`src/rtl/alu_issue_stage.sv`:
```
// alu_issue_stage: two-entry skid-buffered issue stage that precomputes ALU operands and op encoding at acceptance (optional operand forwarding under ALU_ISSUE_FORWARD_EN)
module alu_issue_stage #(
  parameter int WORD_SIZE = 32
) (
  input  logic                 clk,
  input  logic                 rst_n,
  input  logic                 in_valid,
  output logic                 in_ready,
  input  logic [WORD_SIZE-1:0] in_rs1_data,
  input  logic [WORD_SIZE-1:0] in_rs2_data,
  input  logic [WORD_SIZE-1:0] in_pc,
  input  logic [WORD_SIZE-1:0] in_imm,
  input  logic [4:0]           in_rs1_addr,
  input  logic [4:0]           in_rs2_addr,
  input  logic [4:0]           in_rd,
  input  logic [2:0]           in_funct3,
  input  logic                 in_funct7_5,
  input  logic [1:0]           in_kind,
`ifdef ALU_ISSUE_FORWARD_EN
  input  logic                 fwd_valid,
  input  logic [4:0]           fwd_rd,
  input  logic [WORD_SIZE-1:0] fwd_data,
`endif
  input  logic                 flush,
  output logic                 out_valid,
  input  logic                 out_ready,
  output logic [WORD_SIZE-1:0] alu_a,
  output logic [WORD_SIZE-1:0] alu_b,
  output logic [3:0]           alu_op,
  output logic [4:0]           out_rd
);
  localparam int EW = 2 * WORD_SIZE + 9;
  typedef enum logic [1:0] {EMPTY, ONE, FULL} state_t;
  state_t r_state, w_next;
  logic [EW-1:0] r_main, r_skid, w_new;
  logic [WORD_SIZE-1:0] w_src1, w_src2, w_rs1, w_rs2, w_a, w_braw, w_b;
  logic [2:0] w_op3;
  logic w_inv, w_acc, w_deq;
`ifdef ALU_ISSUE_FORWARD_EN
  assign w_src1 = (fwd_valid && fwd_rd != 5'd0 && fwd_rd == in_rs1_addr) ? fwd_data : in_rs1_data;
  assign w_src2 = (fwd_valid && fwd_rd != 5'd0 && fwd_rd == in_rs2_addr) ? fwd_data : in_rs2_data;
`else
  assign w_src1 = in_rs1_data;
  assign w_src2 = in_rs2_data;
`endif
  assign w_rs1 = (in_rs1_addr == 5'd0) ? '0 : w_src1;
  assign w_rs2 = (in_rs2_addr == 5'd0) ? '0 : w_src2;
  assign w_op3 = in_kind[1] ? 3'd0 : in_funct3;
  assign w_inv = in_funct7_5 && ((in_kind == 2'd0) ? (in_funct3 == 3'd0 || in_funct3 == 3'd5)
                                                    : (in_kind == 2'd1 && in_funct3 == 3'd5));
  assign w_a = (in_kind == 2'd2) ? in_pc : (in_kind == 2'd3) ? '0 : w_rs1;
  assign w_braw = (in_kind == 2'd0) ? w_rs2 : in_imm;
  assign w_b = (w_op3 == 3'd1 || w_op3 == 3'd5) ? {{(WORD_SIZE-5){1'b0}}, w_braw[4:0]} : w_braw;
  assign w_new = {w_a, w_b, w_inv, w_op3, in_rd};
  assign w_acc = in_valid && in_ready;
  assign w_deq = out_valid && out_ready;
  assign {alu_a, alu_b, alu_op, out_rd} = r_main;
  // buffer occupancy register
  always_ff @(posedge clk)
    r_state <= !rst_n ? EMPTY : w_next;
  // occupancy transitions; flush overrides any transfer
  always_comb begin
    w_next = r_state;
    case (r_state)
      EMPTY:   w_next = w_acc ? ONE : EMPTY;
      ONE:     w_next = (w_acc && !w_deq) ? FULL : (!w_acc && w_deq) ? EMPTY : ONE;
      FULL:    w_next = w_deq ? ONE : FULL;
      default: w_next = EMPTY;
    endcase
    if (flush) w_next = EMPTY;
  end
  // handshake outputs decoded from registered occupancy only
  always_comb begin
    in_ready  = r_state != FULL;
    out_valid = r_state != EMPTY;
  end
  // main entry drives the outputs; skid holds the second instruction while stalled
  always_ff @(posedge clk) begin
    if (!rst_n) begin
      r_main <= '0;
      r_skid <= '0;
    end else if (!flush) begin
      if (r_state == FULL && w_deq) r_main <= r_skid;
      else if (w_acc && (r_state == EMPTY || w_deq)) r_main <= w_new;
      if (w_acc && r_state == ONE && !w_deq) r_skid <= w_new;
    end
  end
endmodule

```
`config.mk`:
```
export PLATFORM = sky130hd
export DESIGN_NAME = alu_issue_stage
export DESIGN_NICKNAME = d
export VERILOG_FILES = /design/src/rtl/alu_issue_stage.sv
export SDC_FILE = /design/constraint.sdc
export NUM_CORES = 1
export LEC_CHECK = 0
export CAP_MARGIN = 5
export CORE_MARGIN = 8
export CORE_UTILIZATION = 40
export CTS_CLUSTER_SIZE = 16
export DETAILED_ROUTE_END_ITERATION = 10
export PLACE_DENSITY = 0.7
export REMOVE_ABC_BUFFERS = 1
export SLEW_MARGIN = 20
export SYNTH_ARGS = -nofsm -noshare
export SYNTH_HDL_FRONTEND = slang
export SYNTH_SLANG_ARGS = --single-unit
```
`constraint.sdc`:
```
create_clock -name clk -period 4.5 [get_ports clk]
set_clock_uncertainty 0.1 [all_clocks]
set_input_delay 0.9 -clock clk [delete_from_list [all_inputs] [get_ports clk]]
set_output_delay 0.9 -clock clk [all_outputs]
set_load 0.05 [all_outputs]
```
After elaboration in Yosys (flattened, before gate mapping)
Index checks and enable logic that the tools add are counted.
{"block": "totals", "wordCells": 54, "ff_bits": 148, "output_inout_bits": 75}
{"block": "classes", "reduce_logical": 25, "n_eq_ne": 9, "bitwise": 2, "muxes": 15}
{"op": "$mux W32", "n": 6}
{"op": "$mux W73", "n": 2}
{"op": "$logic_and A1 B1 Y1", "n": 10}
{"op": "$logic_not A5 Y1", "n": 2}
{"op": "$eq A2 B2 Y1 const B", "n": 3}
{"op": "$eq A3 B3 Y1 const B", "n": 2}
{"op": "$pmux W2 S3", "n": 1}
{"op": "$eq A2 B1 Y1 const B", "n": 2}
{"op": "$logic_not A2 Y1", "n": 2}
{"op": "$mux W2", "n": 2}
{"op": "$reduce_and A2 Y1", "n": 2}
{"op": "$reduce_bool A2 Y1", "n": 2}
{"op": "$eq A3 B1 Y1 const B", "n": 1}
{"op": "$logic_not A3 Y1", "n": 1}
{"op": "$logic_or A1 B1 Y1", "n": 3}
{"op": "$mux W1", "n": 3}
{"op": "$mux W3", "n": 1}
{"op": "$logic_not A1 Y1", "n": 2}
{"op": "$ne A2 B2 Y1 const B", "n": 1}
{"op": "$not A1 Y1", "n": 2}
{"op": "$reduce_or A2 Y1", "n": 1}

Depth between registers and ports, before layout
Gate-level depths: netlist (run 1).
{"block": "logic_depth", "depth_word": 7, "ltp_mapped": 7, "ltp_nobuf": 5}

Worst setup path after synthesis (run 1)
OpenSTA, ideal clock, no wires.
{"block": "synth_timing", "path_type": "input-to-reg", "start": "input in_rs1_addr[1]", "end": "register r_main[52]", "required_ps": 4275, "setup_ps": 125, "setup_slack_ps": 2291, "path_stages": 5, "arrival_ps": 1984, "cell_sequence": "nor3_1 clkbuf_1 a21oi_1 a211oi_1 o22ai_1"}
{"block": "synth_between", "elab_chain_cells": 6}
{"element": "start: declaration", "line_no": "13", "source": "input logic [4:0] in_rs1_addr,"}
{"element": "$logic_not A5 Y1", "line_no": "46", "source": "assign w_rs1 = (in_rs1_addr == 5'd0) ? '0 : w_src1;"}
{"element": "$mux W32", "line_no": "46"}
{"element": "$mux W32 (2 in series)", "line_no": "51", "source": "assign w_a = (in_kind == 2'd2) ? in_pc : (in_kind == 2'd3) ? '0 : w_rs1;"}
{"element": "$mux W73", "line_no": "84", "source": "else if (w_acc && (r_state == EMPTY || w_deq)) r_main <= w_new;"}
{"element": "$mux W73", "line_no": "83", "source": "if (r_state == FULL && w_deq) r_main <= r_skid;"}
{"element": "end signal: assignment", "line_no": "83"}
{"element": "end signal: assignment", "line_no": "84"}
{"element": "end: declaration", "line_no": "35", "source": "logic [EW-1:0] r_main, r_skid, w_new;"}
No other way between the ends. The select of a mux whose other input is x is not followed.
A chain may end at the register's enable or synchronous reset.

Worst setup path in the final report (run 1)
{"block": "layout_timing", "start": "input in_kind[1]", "end": "register r_main[25]"}
{"block": "layout_between", "elab_chain_cells": 6, "elab_cells_between_ends": 9, "cone_classes": "2 x eq/ne; 5 x mux; 2 x reduce/logical"}
{"element": "start: declaration", "line_no": "18", "source": "input logic [1:0] in_kind,"}
{"element": "$mux W3", "line_no": "48", "source": "assign w_op3 = in_kind[1] ? 3'd0 : in_funct3;"}
{"element": "$eq A3 B1 Y1 or $eq A3 B3 Y1 (tied branches)", "line_no": "53", "source": "assign w_b = (w_op3 == 3'd1 || w_op3 == 3'd5) ? {{(WORD_SIZE-5){1'b0}}, w_braw[4:0]} : w_braw;"}
{"element": "$logic_or A1 B1 Y1", "line_no": "53"}
{"element": "$mux W32 (*)", "line_no": "53"}
{"element": "$mux W73 (*)", "line_no": "84"}
{"element": "$mux W73 (*)", "line_no": "83"}
Mark *: on every way between the ends. The rest lies on a longest branch, timed or not. The select of a mux whose other input is x is not followed.

==> results.txt, run 1 <==
nets: 1,160
number of buffers added on ports: 228
first-iteration detailed-routing DRC count: 429
# setup viols final: 0
DRT antenna net count: 0
total congestion overflow after global routing: 0
Net Sw Power: 1.007 mW
routed wire length: 24,650 um
Post CTS Setup Buffer Count: 0
drt wl/cell: 19.18 um
Non-Filler Instances: 1,285
Tightest Hold Check Type: reg -> reg
number of cells upsized or downsized after cts: 0
chip width: 154.9 um
Yosys cell types: 43
fraction of final layout cells sized beyond drive strength 1: 12.76%
share of Yosys cell area claimed by the top area cell type: 38.40%
sum of negative setup slack: 0 ns
number of cells on the worst reg-to-reg path: 4
maximum ir drop on the vdd rail: 0.0002490 V
hold violation total from the final report: 0
quantity of hold-fixing buffers added after cts: 0
clock transition at the registers of the reported paths: 0.06 ns
most used flip-flop cell after synthesis: dfxtp_1
Pwr per Cell Area: 342.5 nW/um^2
Post-synth EDFFs: 0
clock tree root buffer cell: clkbuf_16
layout overhead on the synthesized area: 38.36%
worst endpoint data arrival time: 3.29 ns
total clock buffers created by CTS: 17
switching share of power: 27.53%
first-pass detailed-route iteration total: 5
global-route wire length before repair: 39,400 um
site row count: 51
tightest slew margin relative to the limit: 28.76%
count of maximum capacitance violations: 0
Synth async-reset ratio: 0%
GRT Total Usage: 20.13%
total I/O pin count: 229
clock share of power: 41.2%
TritonCTS clock tree: built
Final Slew Violations: 0
placed cell count: 1,251
Achievable Freq: 321.9 MHz
pin count of the biggest net entering global routing: 86
effective utilization at floorplan: 40.17%
slack of the worst reg-to-reg path: 2.14 ns
final design instance area without fill: 10,670 sq um
total leakage power: 3.666 nW
overall power: 3.656 mW
H-tree Lvls: 4
Flop pwr share: 38.3%
worst min-delay path startpoint: r_skid[8]
P_int: 2.649 mW
commonest cells after routing, fill and taps aside: 227 x clkdlybuf4s50_1, 148 x dfxtp_1, 71 x a21oi_1, 60 x nand2_1, 54 x a32oi_1
actual transition at the worst max-transition pin: 1.067 ns
biggest area contributors in the synthesized netlist: dfxtp_1 38%, a32oi_1 6.1%, a211oi_2 5.2%, a21oi_1 4.6%, o221ai_1 4.2%
HPWL Detailed: 15,890 um
end point of the most critical hold path: r_skid[8]
shortest clock period the worst path allows after layout: 3.106 ns
RePlAce Congestion: 0.7578
pre-CTS WS: 1.052 ns
r2r endpoint: r_main[25]
element type at the critical path start: input port
Post-Synthesis Mean Instance Area: 9.206 sq um
fraction of the yosys area taken by sequential cells: 38.40%
mean number of vias per cell: 5.756
DIE AREA: 23,990 sq um
final period utilization: 69.03%
cell area after synthesis: 7715 sq um
maximum net fanout on the critical path: 54
Combinational Power Share: 20.5%
setup repair after global routing missed its margin: no
Post-DP Area: 10,020 sq um
required time reported for the critical path endpoint: 4.68 ns
endpoint type of the worst setup path: flip-flop
vias in the first global route: 7,503
worst flop-to-flop path startpoint: r_state[0]
number of vias in the routed layout: 7,396
Longest Clk Path Bufs: 2
Die Height: 154.9 um
outcome: finished, final reports clean
final worst setup slack: 1.394 ns
cell count after synthesis: 838
count of warnings emitted by yosys: 0
number of synthesized register bits: 148
biggest area consumer among synthesized cells: dfxtp_1
most common cell after layout, fill and taps aside: clkdlybuf4s50_1
number of cells on the worst hold path: 2
number of antenna violations at the first check in global routing: 1
core box area: 19,210 sq um
number of clock sinks: 148
Crit Path Class: in -> reg
worst-skew pair later-pin latency: 0.42 ns
drc violations: 0
flip-flops by register name, summed over array words and instances, names as in the netlist:
register and flops:
r_main 73, r_skid 73, r_state 2
cells in the mapped netlist (all sizes together), types with 3 or more instances:
cell type,instances
o22ai,37
nor2,39
a31oi,6
o211a,8
a32oi,54
clkbuf,43
a211oi,64
o221ai,37
a21o,5
nand2,60
dfxtp,148
nor2b,32
a21boi,9
o31ai,28
nor3b,34
inv,3
a21oi,72
nand2b,34
nor3,4
buf,56
mux2,27
or2,4
nand3,6
o21ai,14
mux2i,8
power groups by stage:
stage                     clock network, mW  logic (mW)  registers, mW
after floorplan                           0       0.238           1.59
after global placement                    0       0.744           1.43
after detailed placement                  0       0.747           1.43
after CTS                              1.53       0.750           1.40
after global routing                   1.58       0.794           1.41
final                                  1.51       0.748           1.40
cell families (layout without fill, tap and decap cells):
| group | Yosys count | count (layout) | share of synthesized area (%) |
|---|---|---|---|
| compound gates | 336 | 336 | 33.10 |
| other cells | 0 | 1 | 0 |
| buf+inv | 102 | 283 | 6.990 |
| flops | 148 | 148 | 38.40 |
| simple gates | 217 | 217 | 15.60 |
| mux | 35 | 35 | 5.903 |
critical path, cell delays in order:
cell and delay (ns):
clkdlybuf4s50_1 0.57, nor2_1 0.17, buf_4 0.18, nand3_2 0.81
a32oi_1 0.53, a21oi_1 0.11
worst max path at each step:
stage | from | to | slack [ns]
6_report | in_kind[1] | r_main[25] | 1.39
5_1_grt | in_kind[1] | r_main[26] | 1.18
4_1_cts | in_kind[1] | r_main[25] | 1.45
3_5_place_dp | in_kind[1] | r_main[26] | 1.05
3_3_place_gp | in_kind[1] | r_main[26] | 1.06
2_1_floorplan | in_valid | r_main[8] | -1.25
metrics by stage:
stage	hold slack, ns	util, %
2_1_floorplan	0.3431	-
3_3_place_gp	0.3506	52.16
3_5_place_dp	0.3591	52.16
4_1_cts	0.3680	55.48
5_1_grt	0.3856	55.56
6_report	0.3649	55.57
final cells by class:
type / instances / area, sq um
inverters: 3 / 11.26
fillers: 1767 / 8533
multi-input cells: 588 / 4253
well taps: 265 / 331.6
repair buffers: 248 / 2475
clock inverters: 10 / 143.9
flip-flops and latches: 148 / 2963
clock buffers: 22 / 494.2
diodes: 1 / 2.502
per-layer routing:
| metal | vias to the layer above | GRT usage (%) | share of wire (%) |
|---|---|---|---|
| met1 | 3541 | 24.70 | 43 |
| met2 | 288 | 32.42 | 46 |
| li1 | 3536 | - | - |
| met3 | 29 | 6.436 | 8.6 |
| met5 | - | 0 | 0.069 |
| met4 | 2 | 7.559 | 1.9 |
(Power assumes the default switching activity.)
==> run 2, diff against run 1 <==
==> constraint.sdc (replaced) <==
create_clock -name clk -period 3.11 [get_ports clk]
set_clock_uncertainty 0.1 [all_clocks]
set_input_delay 0.622 -clock clk [delete_from_list [all_inputs] [get_ports clk]]
set_output_delay 0.622 -clock clk [all_outputs]
set_load 0.05 [all_outputs]
==> run 2 against run 1 <==
  * Sequential power rose by 44%
  * Worst hold slack about the same
  * Flip-flop and latch count unchanged
  * Critical path depth decreased by 3
  * Total power is 41% higher
  * Wire length rose by 1.8%
  * Via count is essentially flat
  * Final area is 0.70% higher
  * Largest power group is now sequential cells
  * Highest routed layer is now met4
==> results.txt, run 2 (synthesized netlist as in run 1, its figures left out) <==
layout overhead on the synthesized area: 39.33%
final design instance area without fill: 10,750 sq um
register area: 2963 sq um
actual transition at the worst max-transition pin: 0.7138 ns
global-route wire length before repair: 40,500 um
worst-skew pair later-pin latency: 0.41 ns
Achievable Freq: 370.4 MHz
number of buffers added on ports: 228
shortest clock period the worst path allows after layout: 2.700 ns
number of cells on the worst reg-to-reg path: 4
vias in the first global route: 7,650
registers with the most flip-flops: r_main x73, r_skid x73, r_state x2
routed wire length: 25,080 um
maximum ir drop on the vdd rail: 0.0003554 V
number of cells upsized or downsized after cts: 0
setup repair after global routing missed its margin: no
Tightest Hold Check Type: reg -> reg
final period utilization: 86.80%
required time reported for the critical path endpoint: 2.39 ns
Longest Clk Path Bufs: 2
drc violations: 0
clock transition at the registers of the reported paths: 0.06 ns
Crit Path Class: reg -> out
nets: 1,165
hold violation total from the final report: 0
Post CTS Setup Buffer Count: 0
worst flop-to-flop path startpoint: r_state[0]
total leakage power: 3.693 nW
Pwr per Cell Area: 479.2 nW/um^2
number of clock sinks: 148
tightest slew margin relative to the limit: 52.30%
total clock buffers created by CTS: 17
number of cells on the worst hold path: 2
clock tree root buffer cell: clkbuf_16
element type at the critical path start: flip-flop
maximum net fanout on the critical path: 8
# setup viols final: 0
Die Height: 154.9 um
first-iteration detailed-routing DRC count: 404
outcome: finished, final reports clean
DRT antenna net count: 0
endpoint type of the worst setup path: output pin
commonest cells after routing, fill and taps aside: 227 x clkdlybuf4s50_1, 148 x dfxtp_1, 71 x a21oi_1, 60 x nand2_1, 54 x a32oi_1
most common cell after layout, fill and taps aside: clkdlybuf4s50_1
switching share of power: 28.62%
RePlAce Congestion: 0.7638
final worst hold slack: 0.3651 ns
Net Sw Power: 1.474 mW
total I/O pin count: 229
chip width: 154.9 um
fillers: 1,718
number of inserted diodes: 0
P_int: 3.677 mW
area occupied by multi-input gates: 4253 sq um
end point of the most critical hold path: r_skid[2]
HPWL Detailed: 16,070 um
Flop pwr share: 39.3%
fraction of final layout cells sized beyond drive strength 1: 12.99%
GRT Total Usage: 20.64%
worst min-delay path startpoint: r_skid[2]
site row count: 51
core box area: 19,210 sq um
drt wl/cell: 19.46 um
count of maximum capacitance violations: 0
Combinational Power Share: 21.4%
total congestion overflow after global routing: 0
slack of the worst reg-to-reg path: 1.10 ns
quantity of hold-fixing buffers added after cts: 0
TritonCTS clock tree: built
effective utilization at floorplan: 40.17%
placed cell count: 1,256
DIE AREA: 23,990 sq um
mean number of vias per cell: 5.743
Non-Filler Instances: 1,289
r2r endpoint: r_main[39]
number of vias in the routed layout: 7,403
number of antenna violations at the first check in global routing: 0
clock share of power: 39.3%
first-pass detailed-route iteration total: 5
Post-DP Area: 10,160 sq um
worst endpoint data arrival time: 1.98 ns
pin count of the biggest net entering global routing: 71
H-tree Lvls: 4
Final Slew Violations: 0
-- run 2: changes by cell type in the layout (fill, tap and decap cells not counted), sizes merged --
| cell | previous run | this run |
|---|---|---|
| buf | 21 | 26 |
| bufinv | 3 | 2 |
| clkbuf | 22 | 20 |
| inv | 5 | 4 |
| clkinv | 2 | 5 |
| diode | 1 | 0 |
| clkinvlp | 3 | 4 |
-- run 2: how the worst max path moves through the flow --
| stage | start | to | slack [ns] | cells after the start |
|---|---|---|---|---|
| after floorplan | in_valid | r_main[8] | -2.36 | 4 |
| after global placement | out_ready | r_skid[35] | 0.32 | 5 |
| after detailed placement | out_ready | r_skid[17] | 0.20 | 5 |
| after CTS | r_state[0] | in_ready | 0.39 | 3 |
| after global routing | r_state[0] | in_ready | 0.33 | 3 |
| final | r_state[0] | in_ready | 0.41 | 3 |
-- run 2: area by class of cell --
type                    instances  share of cell area [%]
multi-input cells             588                   39.56
clock inverters                12                   1.222
inverters                       3                  0.1048
clock buffers                  20                   4.155
flip-flops and latches        148                   27.56
repair buffers                253                   24.30
well taps                     265                   3.085
-- run 2: metal layers --
layer | track usage, % | vias to the layer above | share of wire, %
met5 | 0 | - | 0
met4 | 6.626 | 0 | 1.7
met3 | 6.075 | 29 | 8.0
met2 | 33.28 | 294 | 46
met1 | 25.99 | 3540 | 44
li1 | - | 3540 | -
-- run 2: power groups by stage --
stage / Clock [mW] / Sequential, mW / Combinational (mW)
6_report: 2.02 / 2.02 / 1.10
5_1_grt: 2.15 / 2.03 / 1.18
4_1_cts: 2.06 / 2.02 / 1.11
3_5_place_dp: 0 / 2.06 / 1.10
3_3_place_gp: 0 / 2.06 / 1.10
2_1_floorplan: 0 / 2.30 / 0.345
-- run 2: critical path: stages (launching register included) --
cell	delay, ns
dfxtp_1	0.54
nor2b_2	0.12
inv_2	0.10
clkdlybuf4s50_1	0.81
-- run 2: metrics by stage --
stage	util, %	power [mW]	TNS (ns)	setup WS [ns]
finish	55.96	5.151	0	0.4104
global route	55.96	5.359	0	0.3322
CTS	55.89	5.191	0	0.3924
detailed placement	52.88	3.167	0	0.2011
global placement	52.88	3.160	0	0.3157
floorplan	-	2.640	-206.60	-2.362
